<file path="config.mk">
export PLATFORM = sky130hd
export DESIGN_NAME = unique_sel_arbiter_flat
export DESIGN_NICKNAME = d
export VERILOG_FILES = /design/src/rtl/unique_sel_arbiter_pkg.sv /design/src/rtl/unique_sel_arbiter_if.sv /design/src/rtl/unique_sel_arbiter_resolve.sv /design/src/rtl/unique_sel_arbiter.sv /design/src/flat_wrapper.sv
export SDC_FILE = /design/constraint.sdc
export NUM_CORES = 1
export LEC_CHECK = 0
export CORE_UTILIZATION = 31
export DETAILED_ROUTE_END_ITERATION = 6
export SKIP_LAST_GASP = 1
export SYNTH_ARGS = -nofsm -noshare
export SYNTH_HDL_FRONTEND = slang
export SYNTH_HIERARCHICAL = 1
export SYNTH_SLANG_ARGS = --single-unit
</file>
<file path="constraint.sdc">
create_clock -name clk -period 2 [get_ports clk]
set_input_delay 0.3 -clock clk [delete_from_list [all_inputs] [get_ports clk]]
set_output_delay 0.3 -clock clk [all_outputs]
set_load 0.05 [all_outputs]
</file>
<file path="src/rtl/unique_sel_arbiter_pkg.sv">
// Shared types and helpers for the unique/priority selection arbiter.
// Holds the resolution-mode enum, the index-width helper and the saturating increment.
package sel_pkg;

    typedef enum logic [1:0] {
        SEL_PRIORITY,
        SEL_UNIQUE,
        SEL_UNIQUE0
    } sel_mode_e;

    // Width of an index into n lines; never narrower than one bit.
    function automatic int idx_w(input int n);
        return (n > 1) ? $clog2(n) : 1;
    endfunction

    // v + 1, but held at 2^w-1 once that ceiling is reached.
    function automatic logic [31:0] sat_inc(input logic [31:0] v, input int w);
        logic [63:0] ceil_v;
        ceil_v = (64'd1 << w) - 64'd1;
        if ({32'd0, v} >= ceil_v) begin
            return v;
        end
        return v + 32'd1;
    endfunction

endpackage

</file>
<file path="src/rtl/unique_sel_arbiter_if.sv">
// Request/grant bus of the selection arbiter.
// Handshake: a transfer happens on a rising edge where valid && ready; the producer holds its fields while valid && !ready.
interface unique_sel_arbiter_if
    import sel_pkg::*;
#(
    parameter int N = 4
);
    logic                  req_valid;
    logic [N-1:0]          req;
    logic                  req_ready;
    logic                  gnt_valid;
    logic                  gnt_ready;
    logic [N-1:0]          gnt;
    logic [idx_w(N)-1:0]   gnt_idx;
    logic                  gnt_none;
    logic                  err_multi;
    logic                  err_none;

    modport master (
        output req_valid, req, gnt_ready,
        input  req_ready, gnt_valid, gnt, gnt_idx, gnt_none, err_multi, err_none
    );

    modport slave (
        input  req_valid, req, gnt_ready,
        output req_ready, gnt_valid, gnt, gnt_idx, gnt_none, err_multi, err_none
    );
endinterface

</file>
<file path="src/rtl/unique_sel_arbiter_resolve.sv">
// Combinational resolver: lowest set request line wins, plus overlap and no-match detection.
module sel_resolve
    import sel_pkg::*;
#(
    parameter int N = 4
) (
    input  logic [N-1:0]        req,
    output logic [N-1:0]        gnt,
    output logic [idx_w(N)-1:0] idx,
    output logic                multi,
    output logic                none
);
    localparam int IW = idx_w(N);

    // Two's-complement trick isolates the lowest set bit; clearing it exposes any overlap.
    assign gnt   = req & (~req + N'(1));
    assign multi = (req & (req - N'(1))) != '0;
    assign none  = (req == '0);

    always_comb begin
        idx = '0;
        for (int i = N - 1; i >= 0; i--) begin
            if (req[i]) begin
                idx = IW'(i);
            end
        end
    end
endmodule

</file>
<file path="src/rtl/unique_sel_arbiter.sv">
// Registered, handshaked N-way selector with priority/unique/unique0 semantics.
// Violations are flagged per result, counted in saturating counters and latched sticky.
module unique_sel_arbiter
    import sel_pkg::*;
#(
    parameter int        N     = 4,
    parameter sel_mode_e MODE  = SEL_UNIQUE,
    parameter int        CNT_W = 8
) (
    input  logic               clk,
    input  logic               rst,
    unique_sel_arbiter_if.slave bus,
    input  logic               clr_err,
    output logic [CNT_W-1:0]   multi_cnt,
    output logic [CNT_W-1:0]   none_cnt,
    output logic               sticky_err
);
    localparam int IW = idx_w(N);

    logic [N-1:0]  res_gnt;
    logic [IW-1:0] res_idx;
    logic          res_multi;
    logic          res_none;

    sel_resolve #(.N(N)) u_resolve (
        .req   (bus.req),
        .gnt   (res_gnt),
        .idx   (res_idx),
        .multi (res_multi),
        .none  (res_none)
    );

    logic          gnt_valid_q;
    logic [N-1:0]  gnt_q;
    logic [IW-1:0] gnt_idx_q;
    logic          gnt_none_q;
    logic          err_multi_q;
    logic          err_none_q;

    logic accept;
    logic em_next;
    logic en_next;

    assign bus.req_ready = !gnt_valid_q || bus.gnt_ready;
    assign accept        = bus.req_valid && bus.req_ready;

    // Priority mode never flags; unique0 tolerates an empty request vector.
    assign em_next = (MODE != SEL_PRIORITY) && res_multi;
    assign en_next = (MODE == SEL_UNIQUE) && res_none;

    always_ff @(posedge clk or posedge rst) begin
        if (rst) begin
            gnt_valid_q <= 1'b0;
            gnt_q       <= '0;
            gnt_idx_q   <= '0;
            gnt_none_q  <= 1'b0;
            err_multi_q <= 1'b0;
            err_none_q  <= 1'b0;
        end else if (accept) begin
            gnt_valid_q <= 1'b1;
            gnt_q       <= res_gnt;
            gnt_idx_q   <= res_idx;
            gnt_none_q  <= res_none;
            err_multi_q <= em_next;
            err_none_q  <= en_next;
        end else if (bus.gnt_ready) begin
            gnt_valid_q <= 1'b0;
        end
    end

    assign bus.gnt_valid = gnt_valid_q;
    assign bus.gnt       = gnt_q;
    assign bus.gnt_idx   = gnt_idx_q;
    assign bus.gnt_none  = gnt_none_q;
    assign bus.err_multi = err_multi_q;
    assign bus.err_none  = err_none_q;

    logic [CNT_W-1:0] mc_base, nc_base, mc_next, nc_next;
    logic             sticky_next;

    // A clear in the same cycle as a violation is applied first, so the event still counts.
    always_comb begin
        mc_base = clr_err ? '0 : multi_cnt;
        nc_base = clr_err ? '0 : none_cnt;
        mc_next = mc_base;
        nc_next = nc_base;
        if (accept && em_next) begin
            mc_next = CNT_W'(sat_inc(32'(mc_base), CNT_W));
        end
        if (accept && en_next) begin
            nc_next = CNT_W'(sat_inc(32'(nc_base), CNT_W));
        end
        sticky_next = (clr_err ? 1'b0 : sticky_err) | (accept && (em_next || en_next));
    end

    always_ff @(posedge clk or posedge rst) begin
        if (rst) begin
            multi_cnt  <= '0;
            none_cnt   <= '0;
            sticky_err <= 1'b0;
        end else begin
            multi_cnt  <= mc_next;
            none_cnt   <= nc_next;
            sticky_err <= sticky_next;
        end
    end
endmodule
</file>
<file path="src/flat_wrapper.sv">
// flat-port wrapper written by rule: the top's interface ports become plain ports
module unique_sel_arbiter_flat import sel_pkg::*;
#(
    parameter int        N     = 4,
    parameter sel_mode_e MODE  = SEL_UNIQUE,
    parameter int        CNT_W = 8
)
  (clk, rst, clr_err, multi_cnt, none_cnt, sticky_err, bus_req_valid, bus_req, bus_gnt_ready, bus_req_ready, bus_gnt_valid, bus_gnt, bus_gnt_idx, bus_gnt_none, bus_err_multi, bus_err_none);
  unique_sel_arbiter_if #(.N(N)) bus_i ();
  input  logic clk;
  input  logic rst;
  input  logic clr_err;
  output logic [CNT_W-1:0] multi_cnt;
  output logic [CNT_W-1:0] none_cnt;
  output logic sticky_err;
  input wire logic [$bits(bus_i.req_valid)-1:0] bus_req_valid;
  input wire logic [$bits(bus_i.req)-1:0] bus_req;
  input wire logic [$bits(bus_i.gnt_ready)-1:0] bus_gnt_ready;
  output wire logic [$bits(bus_i.req_ready)-1:0] bus_req_ready;
  output wire logic [$bits(bus_i.gnt_valid)-1:0] bus_gnt_valid;
  output wire logic [$bits(bus_i.gnt)-1:0] bus_gnt;
  output wire logic [$bits(bus_i.gnt_idx)-1:0] bus_gnt_idx;
  output wire logic [$bits(bus_i.gnt_none)-1:0] bus_gnt_none;
  output wire logic [$bits(bus_i.err_multi)-1:0] bus_err_multi;
  output wire logic [$bits(bus_i.err_none)-1:0] bus_err_none;
  assign bus_i.req_valid = bus_req_valid;
  assign bus_i.req = bus_req;
  assign bus_i.gnt_ready = bus_gnt_ready;
  assign bus_req_ready = bus_i.req_ready;
  assign bus_gnt_valid = bus_i.gnt_valid;
  assign bus_gnt = bus_i.gnt;
  assign bus_gnt_idx = bus_i.gnt_idx;
  assign bus_gnt_none = bus_i.gnt_none;
  assign bus_err_multi = bus_i.err_multi;
  assign bus_err_none = bus_i.err_none;
  unique_sel_arbiter #(.N(N), .MODE(MODE), .CNT_W(CNT_W)) u_core (.clk(clk), .rst(rst), .bus(bus_i), .clr_err(clr_err), .multi_cnt(multi_cnt), .none_cnt(none_cnt), .sticky_err(sticky_err));
endmodule
</file>
=== Yosys cells after proc, flatten, opt, wreduce, memory -nomap -nowiden ===
Index checks and enable logic that the tools add are counted.

* $add $sub $neg: 4
* Magnitude comparators: 2
* Multiplexer cells: 19
* Bitwise operators: 4
* Reductions and logical operators: 10

{| class="wikitable"
|+ Operator list
! kind !! number
|-
| $mux W8 || 8
|-
| $add A8 B1 Y8 const B || 2
|-
| $ge A8 B8 Y1 const B || 2
|-
| $and A4 B4 Y4 || 2
|-
| $mux W2 || 4
|-
| $mux W1 || 7
|-
| $add A4 B1 Y4 const B || 1
|-
| $logic_and A1 B1 Y1 || 4
|-
| $logic_not A4 Y1 || 1
|-
| $not A4 Y4 || 1
|-
| $reduce_bool A4 Y1 || 1
|-
| $sub A4 B1 Y4 const B || 1
|-
| $logic_or A1 B1 Y1 || 2
|-
| $reduce_bool A2 Y1 || 1
|-
| $logic_not A1 Y1 || 1
|-
| $or A1 B1 Y1 || 1
|}

* Flip-flop bits (word level): 26
* Input bits: 9
* Logic and storage cells: 47

=== Depth between registers and ports, before layout ===
Gate-level depths: netlist (run 1).

* Depth in word-level cells: 7
* Mapped depth: 7
* Mapped depth without buffers: 5

=== By module ===
The synthesis (run 1) kept the hierarchy.

{| class="wikitable"
|+ Modules (own cells, without submodules)
! module !! times used !! cells an instance !! area each (um^2)
|-
| unique_sel_arbiter || 1 || 120 || 1255.0
|-
| sel_resolve || 1 || 14 || 85.1
|}

=== Worst setup path after synthesis (run 1) ===
Ideal clock, no wire load.

* Path type: reg2reg
* From: register u_core.gnt_valid_q (netlist: u_core/bus.gnt_valid)
* To: register u_core.multi_cnt[6]
* Library setup time: 0.099 ns
* Arrival time: 1.704 ns
* Data required time: 1.901 ns
* Path slack: 0.197 ns
* Cell stages (with the launch flop): 7
* Cells stage by stage: dfrtp_1 nand2b_1 buf_2 and3_1 buf_2 a41oi_1 a311oi_1

* Cells in the longest elaborated chain, start to end: 5

{| class="wikitable"
|+ RTL lines
! element !! RTL line !! text
|-
| from (decl) || unique_sel_arbiter.sv:33 || <nowiki>logic gnt_valid_q;</nowiki>
|-
| from (signal assigned) || unique_sel_arbiter.sv:53 || <nowiki>gnt_valid_q <= 1'b0;</nowiki>
|-
| from (signal assigned) || unique_sel_arbiter.sv:60 || <nowiki>gnt_valid_q <= 1'b1;</nowiki>
|-
| from (signal assigned) || unique_sel_arbiter.sv:67 || <nowiki>gnt_valid_q <= 1'b0;</nowiki>
|-
| $logic_not A1 Y1 || unique_sel_arbiter.sv:44 || <nowiki>assign bus.req_ready = !gnt_valid_q || bus.gnt_ready;</nowiki>
|-
| $logic_or A1 B1 Y1 || unique_sel_arbiter.sv:44 ||
|-
| via bus_req_ready || flat_wrapper.sv:19 || <nowiki>output wire logic [$bits(bus_i.req_ready)-1:0] bus_req_ready;</nowiki>
|-
| $logic_and A1 B1 Y1 || unique_sel_arbiter.sv:45 || <nowiki>assign accept = bus.req_valid && bus.req_ready;</nowiki>
|-
| $logic_and A1 B1 Y1 || unique_sel_arbiter.sv:87 || <nowiki>if (accept && em_next) begin</nowiki>
|-
| $mux W8 || unique_sel_arbiter.sv:87 ||
|-
| via u_core.mc_next[6] || unique_sel_arbiter.sv:78 || <nowiki>logic [CNT_W-1:0] mc_base, nc_base, mc_next, nc_next;</nowiki>
|-
| to (signal assigned) || unique_sel_arbiter.sv:102 || <nowiki>multi_cnt <= mc_next;</nowiki>
|-
| to (decl) || unique_sel_arbiter.sv:14 || <nowiki>output logic [CNT_W-1:0] multi_cnt,</nowiki>
|}

The timed path passes the listed nets, and every way through them passes these cells.
A chain may end at the register's enable or synchronous reset.

=== Worst setup path in the final report (run 1) ===
* From: register u_core.multi_cnt[0]
* To: output multi_cnt[0]

{| class="wikitable"
|+ RTL lines
! element !! RTL line !! text
|-
| to (decl) || flat_wrapper.sv:13 || <nowiki>output logic [CNT_W-1:0] multi_cnt;</nowiki>
|}

No word-level cell between the ends.

==> impl_metrics.ini, run 1 <==
[outcome]
status = finished, final reports clean

[critical_path]
arrival_ps = 1580
path_cells = clkdlybuf4s50_1
reg2reg_to = u_core/multi_cnt[6]
startpoint = u_core/multi_cnt[0]
crit_cells = 1
crit_type = flop to output port
required_ps = 1700
path_delay_family = buffers and inverters
crit_end = multi_cnt[0]
slowest_stage = clkdlybuf4s50_1
r2r_cells = 4
r2r_start = u_core/multi_cnt[0]
startpoint_type = flop
reg2reg_setup_slack_ps = 450
cp_slowest_stage_delay_ps = 850
path_max_fanout = 6
cp-end-kind = output port
cp.buffers_inverters = 1

[cts]
numCtsBuffers = 3
cts-root-buf = clkbuf_8
cts_sinks = 26
cts_tree = yes
post_cts_resized = 0
clk_pin_slew_ps = 100
clock_path_buffers = 2
post_cts_buffers = 0
ctsHoldBuffers = 0
clkLatencyLatePin_ps = 270
htreeDepth = 1

[timing]
hold_violations = 0
layout_setup_ws_ps = 121
tns_ps = 0
relSlewSlack = 0.657
setup_viol = 0
min_period_ps = 1880
fmax_mhz = 532
worst_slew_pin_slew_ps = 513
timing.final.crit_share = 0.940
rsz0062_at_grt = no
timing.final.max_slew_violations = 0
clock-skew-final_ps = 7.71

[route]
avgViaCountPerCell = 5.16
wire_per_inst_um = 14.0
drt_iter0_drc = 87
via_count = 1156
final_antenna_net_count = 0
drcViolationCount = 0
wl_mm = 3.14
first_pass_iters = 4

[yosys]
synth_seq_area_share = 0.486
async_flop_share = 1.00
synth_edf_count = 0
synth-main-ff-cell = dfrtp_1
yosys.cell_types.count = 35
avgSynthCellArea_um2 = 10.0
yosys_warnings = 6
synth-seq-cells = 26
syn_inst = 134
netlist_area_um2 = 1340
syn_nets = 143

[final_layout]
area_delta_synth_final_pct = 40.5
fin_nets = 184
final_cell_mix = clkdlybuf4s50_1 (35), dfrtp_1 (26), nor2_1 (9), buf_4 (9)
antenna_cells = 0
fillers = 381
final_layout_size_suffix_gt1_frac = 0.138
final_common_cell = clkdlybuf4s50_1

[floorplan]
core_um2 = 4090
rows = 23
die_width_um = 67.7
num_io_pins = 37
start_util = 0.328
die_area_um2 = 4590
die_h_um = 67.7

[power_and_ir_drop]
cellPowerDensity_nw_per_um2 = 707
irDropWorstVdd_mv = 0.407
p_leak_nw = 0.798
power_w = 0.00133

[place]
gp_congestion = 0.742
dpl.hpwl_mm = 2.29
io_buffers = 36
place_ws_ps = 4.62

[global_routing]
antenna_found_initial = 0
overflow = 0
grt_max_degree = 27
grt_pass1_wl_mm = 5.22
grt_usage = 0.150
first_global_vias = 1122

[job]
maxCapViolations = 0

[min_path]
hold_path.class = input port to async pin
-- power by group --
group          switching [W]  internal (W)  leakage, nW  total (W)
sequential         0.0000257      0.000555        0.347   0.000581
clock               0.000168      0.000268       0.0357   0.000435
combinational       0.000197      0.000118        0.416   0.000315
-- cell usage after synthesis (5+ instances only) --
| master | instances | area share |
|---|---|---|
| nor2_1 | 9 | 0.025 |
| mux2_2 | 6 | 0.050 |
| nand3_1 | 5 | 0.019 |
| clkbuf_1 | 5 | 0.014 |
| inv_1 | 5 | 0.014 |
| nor3_1 | 8 | 0.030 |
| a21oi_1 | 5 | 0.019 |
| dfrtp_1 | 26 | 0.49 |
| a31oi_1 | 5 | 0.023 |
| nand2_1 | 8 | 0.022 |
| nand2b_1 | 7 | 0.033 |
-- final cells by class --
class | count | area [um^2] | share of cell area
Sequential cell | 26 | 651 | 0.346
Timing Repair Buffer | 46 | 458 | 0.243
Clock inverter | 1 | 30.0 | 0.0159
Tap cell | 50 | 62.6 | 0.0332
Inverter | 5 | 18.8 | 0.00997
Multi-Input combinational cell | 93 | 622 | 0.330
Clock buffer | 3 | 41.3 | 0.0219
-- metrics by stage --
stage | util | std cells | cell area (um^2) | hold WS [ps]
2_1_floorplan | - | 134 | 1340 | 340
3_3_place_gp | 0.443 | 220 | 1810 | 464
3_5_place_dp | 0.443 | 220 | 1810 | 472
4_1_cts | 0.461 | 224 | 1880 | 397
5_1_grt | 0.461 | 224 | 1880 | 444
6_report | 0.461 | 224 | 1880 | 383
-- layer usage --
layer | global-route usage | vias to the layer above | routed length, um
li1 | - | 566 | -
met4 | 0.0452 | 0 | 19
met1 | 0.203 | 561 | 1500
met3 | 0.0321 | 2 | 195
met5 | 0 | - | 0
met2 | 0.235 | 27 | 1430
-- worst min-delay path by stage --
stage / from / endpoint / slack (ps) / depth (start not counted)
global placement: u_core/bus.err_multi / u_core/bus.err_multi / 460 / 2
floorplan: rst / u_core/bus.err_multi / 340 / 1
finish: rst / u_core/multi_cnt[1] / 380 / 3
global route: rst / u_core/multi_cnt[1] / 440 / 3
CTS: rst / u_core/multi_cnt[1] / 400 / 3
detailed placement: u_core/bus.err_multi / u_core/bus.err_multi / 470 / 2
-- cells by family (layout without fill, tap and decap cells) --
| kind of cell | count (synthesis) | after routing | synth area share |
|---|---|---|---|
| flip-flops | 26 | 26 | 0.486 |
| multiplexers | 8 | 8 | 0.0654 |
| XOR/XNOR | 2 | 2 | 0.0131 |
| AND/OR/NAND/NOR | 59 | 59 | 0.260 |
| AO/OA/AOI/OAI | 24 | 24 | 0.126 |
| buffers and inverters | 15 | 55 | 0.0504 |
-- registers in the layout, summed over array words and instances (netlist names) --
name	count
u_core/multi_cnt	8
u_core/none_cnt	8
u_core/bus.gnt	4
u_core/bus.gnt_idx	2
u_core/bus.err_multi	1
u_core/bus.err_none	1
u_core/bus.gnt_valid	1
u_core/sticky_err	1
No activity file was read; power rests on OpenSTA's default activity.
==> inputs of run 2 (changes only) <==
--- a/config.mk
+++ b/config.mk
@@ -7,6 +7,8 @@
 export LEC_CHECK = 0
 export CORE_UTILIZATION = 31
 export DETAILED_ROUTE_END_ITERATION = 6
+export GPL_ROUTABILITY_DRIVEN = 0
+export GPL_TIMING_DRIVEN = 0
 export SKIP_LAST_GASP = 1
 export SYNTH_ARGS = -nofsm -noshare
 export SYNTH_HDL_FRONTEND = slang
==> impl_metrics.ini, run 2 (synthesis gave the netlist of run 1 again) <==
[route]
avgViaCountPerCell = 5.33
wire_per_inst_um = 14.1
via_count = 1173
drt_iter0_drc = 36
wl_mm = 3.10
drcViolationCount = 0
first_pass_iters = 4
final_antenna_net_count = 0

[global_routing]
overflow = 0
antenna_found_initial = 0
first_global_vias = 1139
grt_pass1_wl_mm = 5.18
grt_max_degree = 27
grt_usage = 0.153

[floorplan]
rows = 23
start_util = 0.328
die_width_um = 67.7
num_io_pins = 37
core_um2 = 4090
die_h_um = 67.7
die_area_um2 = 4590

[final_layout]
final_common_cell = clkdlybuf4s50_1
instances_no_fill = 220
final_layout_size_suffix_gt1_frac = 0.112
final_cell_mix = clkdlybuf4s50_1 (32), dfrtp_1 (26), nor2_1 (9), nand2_1 (8)
final_area_um2 = 1790
area_delta_synth_final_pct = 33.8
antenna_cells = 0
fin_nets = 181

[critical_path]
arrival_ps = 1570
cp-end-kind = output port
path_max_fanout = 3
startpoint_type = flop
crit_type = flop to output port
required_ps = 1700

[timing]
clock-skew-final_ps = 6.49
rsz0062_at_grt = no
worst_slew_pin_slew_ps = 1020
timing.final.max_slew_violations = 0
setup_viol = 0
relSlewSlack = 0.322
holdWs_ps = 260
tns_ps = 0
min_period_ps = 1870
fmax_mhz = 534
timing.final.crit_share = 0.936
hold_violations = 0

[cts]
post_cts_buffers = 0
cts_tree = yes
numCtsBuffers = 3
clkLatencyLatePin_ps = 270
clock_path_buffers = 2
cts_sinks = 26
cts-root-buf = clkbuf_8
htreeDepth = 1
clk_pin_slew_ps = 80

[power_and_ir_drop]
cellPowerDensity_nw_per_um2 = 655
power_w = 0.00118
p_leak_nw = 0.744
irDropWorstVdd_mv = 0.525

[place]
dpl.hpwl_mm = 2.22
placed_cells = 217
io_buffers = 33
dpl_cell_area_um2 = 1730

[outcome]
status = finished, final reports clean

[job]
maxCapViolations = 0

[min_path]
hold_path.class = input port to flop
## run 2: cell type report
type / instances / area (um^2)
multi-input combinational: 93 / 642
fill: 417 / 2290
buffer: 10 / 48.8
tap: 50 / 62.6
timing repair buffer: 33 / 329
clock buffer: 3 / 41.3
sequential: 26 / 651
inverter: 5 / 18.8
## run 2: path summary, 6_finish.rpt
| check | startpoint | end | slack [ps] | depth (start not counted) |
|---|---|---|---|---|
| max reg2reg | u_core/multi_cnt[4] | u_core/multi_cnt[3] | 470 | 5 |
| min | bus_req[0] | u_core/bus.gnt[0] | 260 | 2 |
| min reg2reg | u_core/bus.err_multi | u_core/bus.err_multi | 490 | 2 |
| max | u_core/bus.err_none | bus_gnt_none | 130 | 2 |
| min in group asynchronous | rst | u_core/multi_cnt[3] | 570 | 2 |
| max in group asynchronous | rst | u_core/bus.gnt[1] | 810 | 2 |
## run 2: what timing repair did
action / in CTS / in global routing
resized for setup: 2 / 2
endpoints found under the setup margin: 4 / 3
hold buffers: 0 / 0
cloned: 0 / 0
## run 2: per-stage QoR
stage	setup WS, ps	utilization
finish	127	0.439
global route	55.4	0.439
CTS	32.5	0.435
detailed placement	-428	0.424
global placement	-359	0.424
floorplan	197	-
## run 2: where the power goes
group	leakage (nW)	switching, W	total [W]	internal (W)
Combinational	0.376	0.000197	0.000300	0.000102
Sequential	0.347	0.0000246	0.000580	0.000555
Clock	0.0216	0.000161	0.000296	0.000135
## run 2: per-layer routing
metal	GRT usage	part of all wire
met2	0.251	0.47
met4	0.0532	0.0097
met1	0.183	0.45
met3	0.0541	0.064
met5	0	0
## run 2: critical path, stage by stage (launching register included)
cell and delay, ps:
dfrtp_1 390, buf_4 120, clkdlybuf4s50_1 790
